## config.mk

```make
export PLATFORM = sky130hd
export DESIGN_NAME = mc_ctl_flat
export DESIGN_NICKNAME = d
export VERILOG_FILES = /design/src/rtl/mc_ctl_pkg.sv /design/src/rtl/mc_ctl_if.sv /design/src/rtl/mc_ctl_outdec.sv /design/src/rtl/mc_ctl.sv /design/src/flat_wrapper.sv
export SDC_FILE = /design/constraint.sdc
export NUM_CORES = 1
export LEC_CHECK = 0
export CORE_MARGIN = 5
export CORE_UTILIZATION = 39
export CTS_CLUSTER_SIZE = 14
export DETAILED_ROUTE_END_ITERATION = 6
export GPL_ROUTABILITY_DRIVEN = 1
export PLACE_DENSITY = 0.79
export SETUP_SLACK_MARGIN = 0.02
export SYNTH_ARGS = -nofsm -noshare
export SYNTH_HDL_FRONTEND = slang
export SYNTH_SLANG_ARGS = --single-unit
```

## constraint.sdc

```tcl
create_clock -name clk -period 2.8 [get_ports clk]
set_clock_uncertainty 0.1 [all_clocks]
set_input_delay 0.56 -clock clk [delete_from_list [all_inputs] [get_ports clk]]
set_output_delay 0.56 -clock clk [all_outputs]
set_load 0.05 [all_outputs]
```

## src/rtl/mc_ctl_pkg.sv

```systemverilog
// mc_ctl_pkg: shared definitions for the multi-cycle MIPS control unit.
//   - state_t      : 4-bit FSM state encodings (IF..JMP; 10-15 unused)
//   - OP_*         : supported opcodes (IR[31:26])
//   - ALU_*, PCS_*, SRCB_* : datapath select encodings
//   - ctl_out_t    : bundle of every control output driven per state
package mc_ctl_pkg;

    typedef enum logic [3:0] {
        S_IF   = 4'd0,
        S_ID   = 4'd1,
        S_MADR = 4'd2,
        S_MRD  = 4'd3,
        S_MWB  = 4'd4,
        S_MWR  = 4'd5,
        S_EXE  = 4'd6,
        S_RWB  = 4'd7,
        S_BR   = 4'd8,
        S_JMP  = 4'd9
    } state_t;

    localparam logic [5:0] OP_RTYPE = 6'b000000;
    localparam logic [5:0] OP_LW    = 6'b100011;
    localparam logic [5:0] OP_SW    = 6'b101011;
    localparam logic [5:0] OP_BEQ   = 6'b000100;
    localparam logic [5:0] OP_J     = 6'b000010;

    localparam logic [1:0] ALU_ADD   = 2'b00;
    localparam logic [1:0] ALU_SUB   = 2'b01;
    localparam logic [1:0] ALU_FUNCT = 2'b10;

    localparam logic [1:0] PCS_ALU    = 2'b00;
    localparam logic [1:0] PCS_ALUOUT = 2'b01;
    localparam logic [1:0] PCS_JUMP   = 2'b10;

    localparam logic [1:0] SRCB_B      = 2'b00;
    localparam logic [1:0] SRCB_FOUR   = 2'b01;
    localparam logic [1:0] SRCB_IMM    = 2'b10;
    localparam logic [1:0] SRCB_IMMSH2 = 2'b11;

    typedef struct packed {
        logic       PCWrite;
        logic       PCWriteCond;
        logic       IorD;
        logic       MemRead;
        logic       MemWrite;
        logic       IRWrite;
        logic       MemtoReg;
        logic [1:0] PCSource;
        logic [1:0] ALUop;
        logic       ALUSrcA;
        logic [1:0] ALUSrcB;
        logic       RegWrite;
        logic       RegDst;
    } ctl_out_t;

endpackage

```

## src/rtl/mc_ctl_if.sv

```systemverilog
// mc_ctl_if: control-unit bus. The master (bench/datapath side) drives run
// and OP; the slave (mc_ctl) drives every control line, state and illegal.
interface mc_ctl_if;
    logic       run;
    logic [5:0] OP;
    logic       PCWrite;
    logic       PCWriteCond;
    logic       IorD;
    logic       MemRead;
    logic       MemWrite;
    logic       IRWrite;
    logic       MemtoReg;
    logic [1:0] PCSource;
    logic [1:0] ALUop;
    logic       ALUSrcA;
    logic [1:0] ALUSrcB;
    logic       RegWrite;
    logic       RegDst;
    logic [3:0] state;
    logic       illegal;

    modport master (
        output run, OP,
        input  PCWrite, PCWriteCond, IorD, MemRead, MemWrite, IRWrite,
               MemtoReg, PCSource, ALUop, ALUSrcA, ALUSrcB, RegWrite,
               RegDst, state, illegal
    );

    modport slave (
        input  run, OP,
        output PCWrite, PCWriteCond, IorD, MemRead, MemWrite, IRWrite,
               MemtoReg, PCSource, ALUop, ALUSrcA, ALUSrcB, RegWrite,
               RegDst, state, illegal
    );
endinterface

```

## src/rtl/mc_ctl_outdec.sv

```systemverilog
// mc_ctl_outdec: Moore output decode. Pure combinational map from the
// current state and run to the control bundle.
//   state_i : current FSM state
//   run_i   : advance enable; 0 kills every strobe that changes architectural state
//   out_o   : control bundle
module mc_ctl_outdec
    import mc_ctl_pkg::*;
(
    input  state_t   state_i,
    input  logic     run_i,
    output ctl_out_t out_o
);

    always_comb begin
        out_o = '0;
        case (state_i)
            S_IF: begin
                out_o.MemRead = 1'b1;
                out_o.IRWrite = 1'b1;
                out_o.ALUSrcB = SRCB_FOUR;
                out_o.PCWrite = 1'b1;
            end
            S_ID:   out_o.ALUSrcB = SRCB_IMMSH2;
            S_MADR: begin
                out_o.ALUSrcA = 1'b1;
                out_o.ALUSrcB = SRCB_IMM;
            end
            S_MRD: begin
                out_o.MemRead = 1'b1;
                out_o.IorD    = 1'b1;
            end
            S_MWB: begin
                out_o.RegWrite = 1'b1;
                out_o.MemtoReg = 1'b1;
            end
            S_MWR: begin
                out_o.MemWrite = 1'b1;
                out_o.IorD     = 1'b1;
            end
            S_EXE: begin
                out_o.ALUSrcA = 1'b1;
                out_o.ALUop   = ALU_FUNCT;
            end
            S_RWB: begin
                out_o.RegWrite = 1'b1;
                out_o.RegDst   = 1'b1;
            end
            S_BR: begin
                out_o.ALUSrcA     = 1'b1;
                out_o.ALUop       = ALU_SUB;
                out_o.PCWriteCond = 1'b1;
                out_o.PCSource    = PCS_ALUOUT;
            end
            S_JMP: begin
                out_o.PCWrite  = 1'b1;
                out_o.PCSource = PCS_JUMP;
            end
            default: out_o = '0;
        endcase

        // Stalled: selects stay state-decoded so the datapath is stable,
        // but nothing may be written or read.
        if (!run_i) begin
            out_o.PCWrite     = 1'b0;
            out_o.PCWriteCond = 1'b0;
            out_o.IRWrite     = 1'b0;
            out_o.RegWrite    = 1'b0;
            out_o.MemRead     = 1'b0;
            out_o.MemWrite    = 1'b0;
        end
    end

endmodule

```

## src/rtl/mc_ctl.sv

```systemverilog
// mc_ctl: multi-cycle MIPS control unit (Moore FSM).
//   clk   : clock, rising edge
//   reset : asynchronous active-high; state -> IF, illegal -> 0
//   bus   : mc_ctl_if.slave -- run/OP in, all control lines, state, illegal out
module mc_ctl
    import mc_ctl_pkg::*;
(
    input  logic        clk,
    input  logic        reset,
    mc_ctl_if.slave     bus
);

    state_t   state_q, state_d;
    logic     illegal_q, illegal_d;
    ctl_out_t ctl;

    always_ff @(posedge clk or posedge reset) begin
        if (reset) begin
            state_q   <= S_IF;
            illegal_q <= 1'b0;
        end else begin
            state_q   <= state_d;
            illegal_q <= illegal_d;
        end
    end

    // OP is only consulted in ID and MADR, so OP changes elsewhere are inert.
    always_comb begin
        state_d   = state_q;
        illegal_d = illegal_q;
        if (bus.run) begin
            case (state_q)
                S_IF: state_d = S_ID;
                S_ID: begin
                    case (bus.OP)
                        OP_LW, OP_SW: state_d = S_MADR;
                        OP_RTYPE:     state_d = S_EXE;
                        OP_BEQ:       state_d = S_BR;
                        OP_J:         state_d = S_JMP;
                        default: begin
                            state_d   = S_IF;
                            illegal_d = 1'b1;
                        end
                    endcase
                end
                S_MADR: state_d = (bus.OP == OP_SW) ? S_MWR : S_MRD;
                S_MRD:  state_d = S_MWB;
                S_EXE:  state_d = S_RWB;
                S_MWB, S_MWR, S_RWB, S_BR, S_JMP: state_d = S_IF;
                default: state_d = S_IF;  // recover from unused encodings
            endcase
        end
    end

    mc_ctl_outdec u_outdec (
        .state_i (state_q),
        .run_i   (bus.run),
        .out_o   (ctl)
    );

    assign bus.PCWrite     = ctl.PCWrite;
    assign bus.PCWriteCond = ctl.PCWriteCond;
    assign bus.IorD        = ctl.IorD;
    assign bus.MemRead     = ctl.MemRead;
    assign bus.MemWrite    = ctl.MemWrite;
    assign bus.IRWrite     = ctl.IRWrite;
    assign bus.MemtoReg    = ctl.MemtoReg;
    assign bus.PCSource    = ctl.PCSource;
    assign bus.ALUop       = ctl.ALUop;
    assign bus.ALUSrcA     = ctl.ALUSrcA;
    assign bus.ALUSrcB     = ctl.ALUSrcB;
    assign bus.RegWrite    = ctl.RegWrite;
    assign bus.RegDst      = ctl.RegDst;
    assign bus.state       = state_q;
    assign bus.illegal     = illegal_q;

endmodule

```

## src/flat_wrapper.sv

```systemverilog
// flat-port wrapper written by rule: the top's interface ports become plain ports
module mc_ctl_flat import mc_ctl_pkg::*;
  (clk, reset, bus_run, bus_OP, bus_PCWrite, bus_PCWriteCond, bus_IorD, bus_MemRead, bus_MemWrite, bus_IRWrite, bus_MemtoReg, bus_PCSource, bus_ALUop, bus_ALUSrcA, bus_ALUSrcB, bus_RegWrite, bus_RegDst, bus_state, bus_illegal);
  mc_ctl_if bus_i ();
  input  logic clk;
  input  logic reset;
  input wire logic [$bits(bus_i.run)-1:0] bus_run;
  input wire logic [$bits(bus_i.OP)-1:0] bus_OP;
  output wire logic [$bits(bus_i.PCWrite)-1:0] bus_PCWrite;
  output wire logic [$bits(bus_i.PCWriteCond)-1:0] bus_PCWriteCond;
  output wire logic [$bits(bus_i.IorD)-1:0] bus_IorD;
  output wire logic [$bits(bus_i.MemRead)-1:0] bus_MemRead;
  output wire logic [$bits(bus_i.MemWrite)-1:0] bus_MemWrite;
  output wire logic [$bits(bus_i.IRWrite)-1:0] bus_IRWrite;
  output wire logic [$bits(bus_i.MemtoReg)-1:0] bus_MemtoReg;
  output wire logic [$bits(bus_i.PCSource)-1:0] bus_PCSource;
  output wire logic [$bits(bus_i.ALUop)-1:0] bus_ALUop;
  output wire logic [$bits(bus_i.ALUSrcA)-1:0] bus_ALUSrcA;
  output wire logic [$bits(bus_i.ALUSrcB)-1:0] bus_ALUSrcB;
  output wire logic [$bits(bus_i.RegWrite)-1:0] bus_RegWrite;
  output wire logic [$bits(bus_i.RegDst)-1:0] bus_RegDst;
  output wire logic [$bits(bus_i.state)-1:0] bus_state;
  output wire logic [$bits(bus_i.illegal)-1:0] bus_illegal;
  assign bus_i.run = bus_run;
  assign bus_i.OP = bus_OP;
  assign bus_PCWrite = bus_i.PCWrite;
  assign bus_PCWriteCond = bus_i.PCWriteCond;
  assign bus_IorD = bus_i.IorD;
  assign bus_MemRead = bus_i.MemRead;
  assign bus_MemWrite = bus_i.MemWrite;
  assign bus_IRWrite = bus_i.IRWrite;
  assign bus_MemtoReg = bus_i.MemtoReg;
  assign bus_PCSource = bus_i.PCSource;
  assign bus_ALUop = bus_i.ALUop;
  assign bus_ALUSrcA = bus_i.ALUSrcA;
  assign bus_ALUSrcB = bus_i.ALUSrcB;
  assign bus_RegWrite = bus_i.RegWrite;
  assign bus_RegDst = bus_i.RegDst;
  assign bus_state = bus_i.state;
  assign bus_illegal = bus_i.illegal;
  mc_ctl u_core (.clk(clk), .reset(reset), .bus(bus_i));
endmodule
```

==> results of run 1 <==
cell families after synthesis:
| kind of cell | share of synthesized area, % |
|---|---|
| AO/OA/AOI/OAI | 18.3 |
| buffers and inverters | 10.9 |
| XOR/XNOR | 5.20 |
| flip-flops | 24.8 |
| AND/OR/NAND/NOR | 40.8 |
worst max-delay path, cell delays in order:
cell,delay (ps)
clkdlybuf4s50_1,540
nor2b_1,220
o21ai_0,150
a211oi_2,250
buf_12,180
registers in the layout (all words and copies together) (netlist names):
| name | cells |
|---|---|
| u_core.bus.illegal | 1 |
| u_core.bus.state | 4 |
worst max path at each step:
stage | start | endpoint | slack [ps] | cells after the start
3_3_place_gp | bus_run | bus_PCWrite | 350 | 5
5_1_grt | bus_run | bus_PCWrite | 190 | 5
2_1_floorplan | u_core.bus.state[0] | bus_MemtoReg | 20 | 4
3_5_place_dp | bus_run | bus_PCWrite | 250 | 5
6_report | bus_run | bus_PCWrite | 250 | 5
4_1_cts | bus_run | bus_PCWrite | 240 | 5
synth_stat cells, drive strengths merged:
master / instances / area, sq um
nor3: 6 / 30.0
buf: 5 / 36.3
dfrtp: 5 / 125
inv: 5 / 18.8
nand2: 5 / 18.8
nor2: 5 / 26.3
o21ai: 5 / 25.0
and3: 3 / 18.8
nor2b: 3 / 18.8
o22ai: 3 / 18.8
a41oi: 2 / 17.5
and2: 2 / 12.5
nor4b: 2 / 32.5
xnor2: 2 / 17.5
a211oi: 1 / 7.51
a21oi: 1 / 5.00
a311oi: 1 / 8.76
a41o: 1 / 10.0
and2b: 1 / 8.76
and4: 1 / 8.76
nand3b: 1 / 7.51
nand4: 1 / 6.26
nor4: 1 / 6.26
or3b: 1 / 11.3
xor2: 1 / 8.76
metrics by stage:
step | instance area (sq um) | util [%]
floorplan | 527 | -
global placement | 880 | 69.3
detailed placement | 880 | 69.3
CTS | 907 | 71.5
global route | 907 | 71.5
finish | 907 | 71.5
layer usage:
layer	routed length (um)	vias to the layer above	track usage (%)
met5	0	-	0
met4	0	0	10.2
met3	146	0	3.95
met2	738	26	27.2
met1	525	267	16.6
li1	-	297	-
area by class of cell:
class	count	area, sq um	share of cell area (%)
timing repair buffer	34	370	40.8
clock buffer	3	22.5	2.48
multi-input combinational	49	347	38.2
sequential	5	125	13.8
inverter	5	18.8	2.07
clock inverter	1	5.00	0.552
tap	15	18.8	2.07
where the power goes:
part,internal [mW],leakage [nW],switching (mW),total (mW)
combinational,0.0815,0.294,0.117,0.199
sequential,0.0766,0.0624,0.00845,0.0850
clock,0.0518,0.0177,0.0324,0.0842
total,0.210,0.374,0.158,0.368
placed cells by master, fill, tap and decap left out, drive strengths merged, types with 2 or more instances in the layout:
cell            n
buf            18
o21ai           5
clkdlybuf4s50  16
xnor2           2
nor2            5
nor3            6
and2            2
nor4b           2
a41oi           2
o22ai           3
and3            3
inv             5
nor2b           3
clkbuf          3
dfrtp           5
nand2           5
==> impl_metrics.tcl, run 1 <==
set metrics [dict create \
    tns_ps 0 \
    syn_nets 73 \
    final-hold-violation-count 0 \
    ir_drop_mv 0.328 \
    gp_congestion 0.824 \
    run_status "finished clean" \
    grt_pass1_vias 581 \
    final_net_count 107 \
    portBuffers 29 \
    yosysWarningCount 0 \
    cts_buffers 3 \
    drv_cap 0 \
    io-pin-count 30 \
    power.total_uw 368 \
    grt_max_degree 11 \
    post_cts_resized 0 \
    grt-ovfl-total 0 \
    critPathCaptureType "primary output" \
    syn_area_sq_um 505 \
    remaining_drc_errors 0 \
    rsz0062_at_grt "false" \
    antenna_found_initial 0 \
    drtAntennaViolNets 0 \
    slew_headroom_pct 66.7 \
    cts_sinks 5 \
    cts_hold_buffers 0 \
    setup_violations 0 \
    htree_levels 1 \
    post-cts-setup-buffers 0 \
    initial_core_util_pct 39.8 \
    power.density_nw_per_um2 406 \
    clockBufferDepth 2 \
    synth_area_per_cell_sq_um 7.90 \
    clock_latency_ps 250 \
    routed_wl_mm 1.41 \
    die-area_sq_um 2120 \
    hold_class "in -> async" \
    final_cells 112 \
    slew_viol_final 0 \
    dpl.hpwl_mm 1.19 \
    syn2layout_area_growth_pct 79.5 \
    cts_tree "yes" \
    layout-drive-gt1-share_pct 30.9 \
    setup_slack_ps 245 \
    crit_type "in -> out" \
    max_freq_mhz 391 \
    fin_crit_ps 2550 \
    vias_per_cell 5.27 \
    syn-instance-count 64 \
    holdWs_ps 402 \
    crit_fanout 5 \
    drt_iter0_drc 10 \
    r2r_cells 4 \
    dr.pass1.iters 4 \
    core-area_sq_um 1270 \
    wl_per_cell_um 12.6 \
    start_kind "input port" \
    yosysSeqAreaShare_pct 24.8 \
    r2r_start "u_core.bus.state[2]" \
    post-route-period-util_pct 91.2 \
    grt.total_usage_pct 15.8 \
    ys_ff_latch 5 \
    r2r_slack_ps 1340 \
    die_w_um 46 \
    dp.cells 108 \
    die_h_um 46 \
    cp.required_ps 2140 \
    cts_root_buf "clkbuf_4" \
    worstMarginPinSlew_ps 498 \
    r2r_end "u_core.bus.state[3]" \
    worstPathArrival_ps 1890 \
    num_rows 13 \
    dpl_worst_slack_ps 248 \
    vias 590 \
    power.leakage_nw 0.374 \
    diodes 0 \
    grt_pass1_wl_mm 2.37 \
    synth.distinct_cells 30 \
    clk_pin_slew_ps 50 \
    fillers 114 \
]
No activity file was read; power rests on OpenSTA's default activity.
==> run 2: changes to the inputs <==
--- a/config.mk
+++ b/config.mk
@@ -6,12 +6,12 @@
 export NUM_CORES = 1
 export LEC_CHECK = 0
 export CORE_MARGIN = 5
-export CORE_UTILIZATION = 39
-export CTS_CLUSTER_SIZE = 14
+export CORE_UTILIZATION = 41
 export DETAILED_ROUTE_END_ITERATION = 6
 export GPL_ROUTABILITY_DRIVEN = 1
 export PLACE_DENSITY = 0.79
 export SETUP_SLACK_MARGIN = 0.02
 export SYNTH_ARGS = -nofsm -noshare
 export SYNTH_HDL_FRONTEND = slang
+export SYNTH_HIERARCHICAL = 1
 export SYNTH_SLANG_ARGS = --single-unit
==> impl_metrics.tcl, run 2 <==
set metrics [dict create \
    run_status "finished clean" \
    syn-instance-count 65 \
    htree_levels 1 \
    power.density_nw_per_um2 1160 \
    initial_core_util_pct 43.7 \
    routed_wl_mm 1.60 \
    synthTopCellsByCount "nor2_1 (7), dfrtp_1 (5), nand2b_1 (5)" \
    syn_nets 74 \
    dp.cells 109 \
    gp_congestion 0.792 \
    synth.distinct_cells 34 \
    io-pin-count 30 \
    worstMarginPinSlew_ps 565 \
    cts_hold_buffers 0 \
    cts_buffers 3 \
    syn2layout_area_growth_pct 68.9 \
    diodes 0 \
    layout-drive-gt1-share_pct 31.6 \
    die_w_um 47.2 \
    fin_crit_ps 2660 \
    async_flop_share_pct 100 \
    grt_pass1_vias 669 \
    wl_per_cell_um 14.1 \
    worstPathArrival_ps 2000 \
    post-synth-top-count-cell "nor2_1" \
    post-route-period-util_pct 95.0 \
    cp.required_ps 2140 \
    ir_drop_mv 0.653 \
    post-route-util_pct 73.8 \
    slew_headroom_pct 62.4 \
    syn_area_sq_um 568 \
    clockBufferDepth 2 \
    slew_viol_final 0 \
    portBuffers 29 \
    synth_flop_cell "dfrtp_1" \
    setup_slack_ps 140 \
    drtAntennaViolNets 0 \
    synth.area.top_cells "dfrtp_1 (22%), buf_6 (5.9%), nand2b_1 (5.5%)" \
    mostFrequentLayoutCells "clkdlybuf4s50_1 (16), buf_4 (12), nor2_1 (7)" \
    synth_edf_count 0 \
    grt-ovfl-total 0 \
    antenna_found_initial 0 \
    layout_commonest_cell "clkdlybuf4s50_1" \
    synth_top_cell_by_area "dfrtp_1" \
    largest_register_ffs 4 \
    drt_iter0_drc 13 \
    core-area_sq_um 1300 \
    die-area_sq_um 2230 \
    vias_per_cell 5.61 \
    cts_tree "yes" \
    grt.total_usage_pct 17.2 \
    dr.pass1.iters 4 \
    holdWs_ps 370 \
    clk_pin_slew_ps 40 \
    die_h_um 47.2 \
    placed_cell_area_sq_um 933 \
    post_cts_resized 0 \
    tns_ps 0 \
    post-cts-setup-buffers 0 \
    cts_sinks 5 \
    max_freq_mhz 376 \
    synth_area_per_cell_sq_um 8.74 \
    final_net_count 108 \
    final-hold-violation-count 0 \
    num_rows 13 \
    ys_ff_latch 5 \
    stdcell_area_sq_um 960 \
    dpl.hpwl_mm 1.30 \
    setup_violations 0 \
    dpl_worst_slack_ps 385 \
    crit_type "reg -> out" \
    power.leakage_nw 0.397 \
    final_cells 113 \
    vias 634 \
    hold_class "reg -> reg" \
    power.total_mw 1.11 \
    rsz0062_at_grt "false" \
    clock_latency_ps 230 \
    crit_fanout 18 \
    yosysWarningCount 6 \
    remaining_drc_errors 0 \
    yosysTopAreaCellShare_pct 22.0 \
    drv_cap 0 \
    grt_pass1_wl_mm 2.76 \
    critPathCaptureType "primary output" \
    cts_root_buf "clkbuf_4" \
    grt_max_degree 19 \
    yosysSeqAreaShare_pct 22.0 \
    start_kind "register" \
]
[run 2: final cells by class]
cell class	instances	area [sq um]
clock buffers	4	26.3
repair buffers	34	370
inverters	4	15.0
multi-input cells	51	404
flip-flops and latches	5	125
fillers	110	342
well taps	15	18.8
[run 2: kinds of logic (layout without fill, tap and decap cells)]
family	count (synthesis)	count (layout)	share of synthesized area (%)
and+or+nand+nor	37	37	45.8
AOI/OAI and AO/OA	10	10	15.2
buffers and inverters	9	42	10.8
DFF	5	5	22.0
xor gates and xnor gates	4	4	6.17
[run 2: path summary, 6_finish.rpt]
| kind | from | slack [ps] | endpoint | cells after the start |
|---|---|---|---|---|
| max in group asynchronous | reset | 2010 | u_core/bus.state[2] | 2 |
| worst max register to register | u_core/bus.state[1] | 1120 | u_core/bus.state[2] | 4 |
| worst max-delay path | u_core/bus.state[3] | 140 | bus_MemtoReg | 2 |
| worst min register to register | u_core/bus.illegal | 370 | u_core/bus.illegal | 1 |
| worst min-delay path | u_core/bus.illegal | 370 | u_core/bus.illegal | 1 |
| min in group asynchronous | reset | 430 | u_core/bus.state[1] | 2 |
[run 2: worst max-delay path: stages (launching register included)]
cell             delay (ps)
dfrtp_1                 580
nor4b_2                 350
clkdlybuf4s50_1         840
[run 2: power by group]
group          leakage [nW]  total (mW)  switching [mW]  internal (mW)
Sequential           0.0604       0.149          0.0552         0.0937
Clock                0.0150      0.0818          0.0280         0.0538
Combinational         0.322       0.879           0.534          0.344
Total                 0.397        1.11           0.617          0.492
[run 2: routing by layer]
layer	track usage [%]	vias to the layer above	share of wire, %
li1	-	313	-
met1	18.1	288	40
met3	5.75	2	12
met4	5.52	0	0.44
met5	0	-	0
met2	31.8	31	48
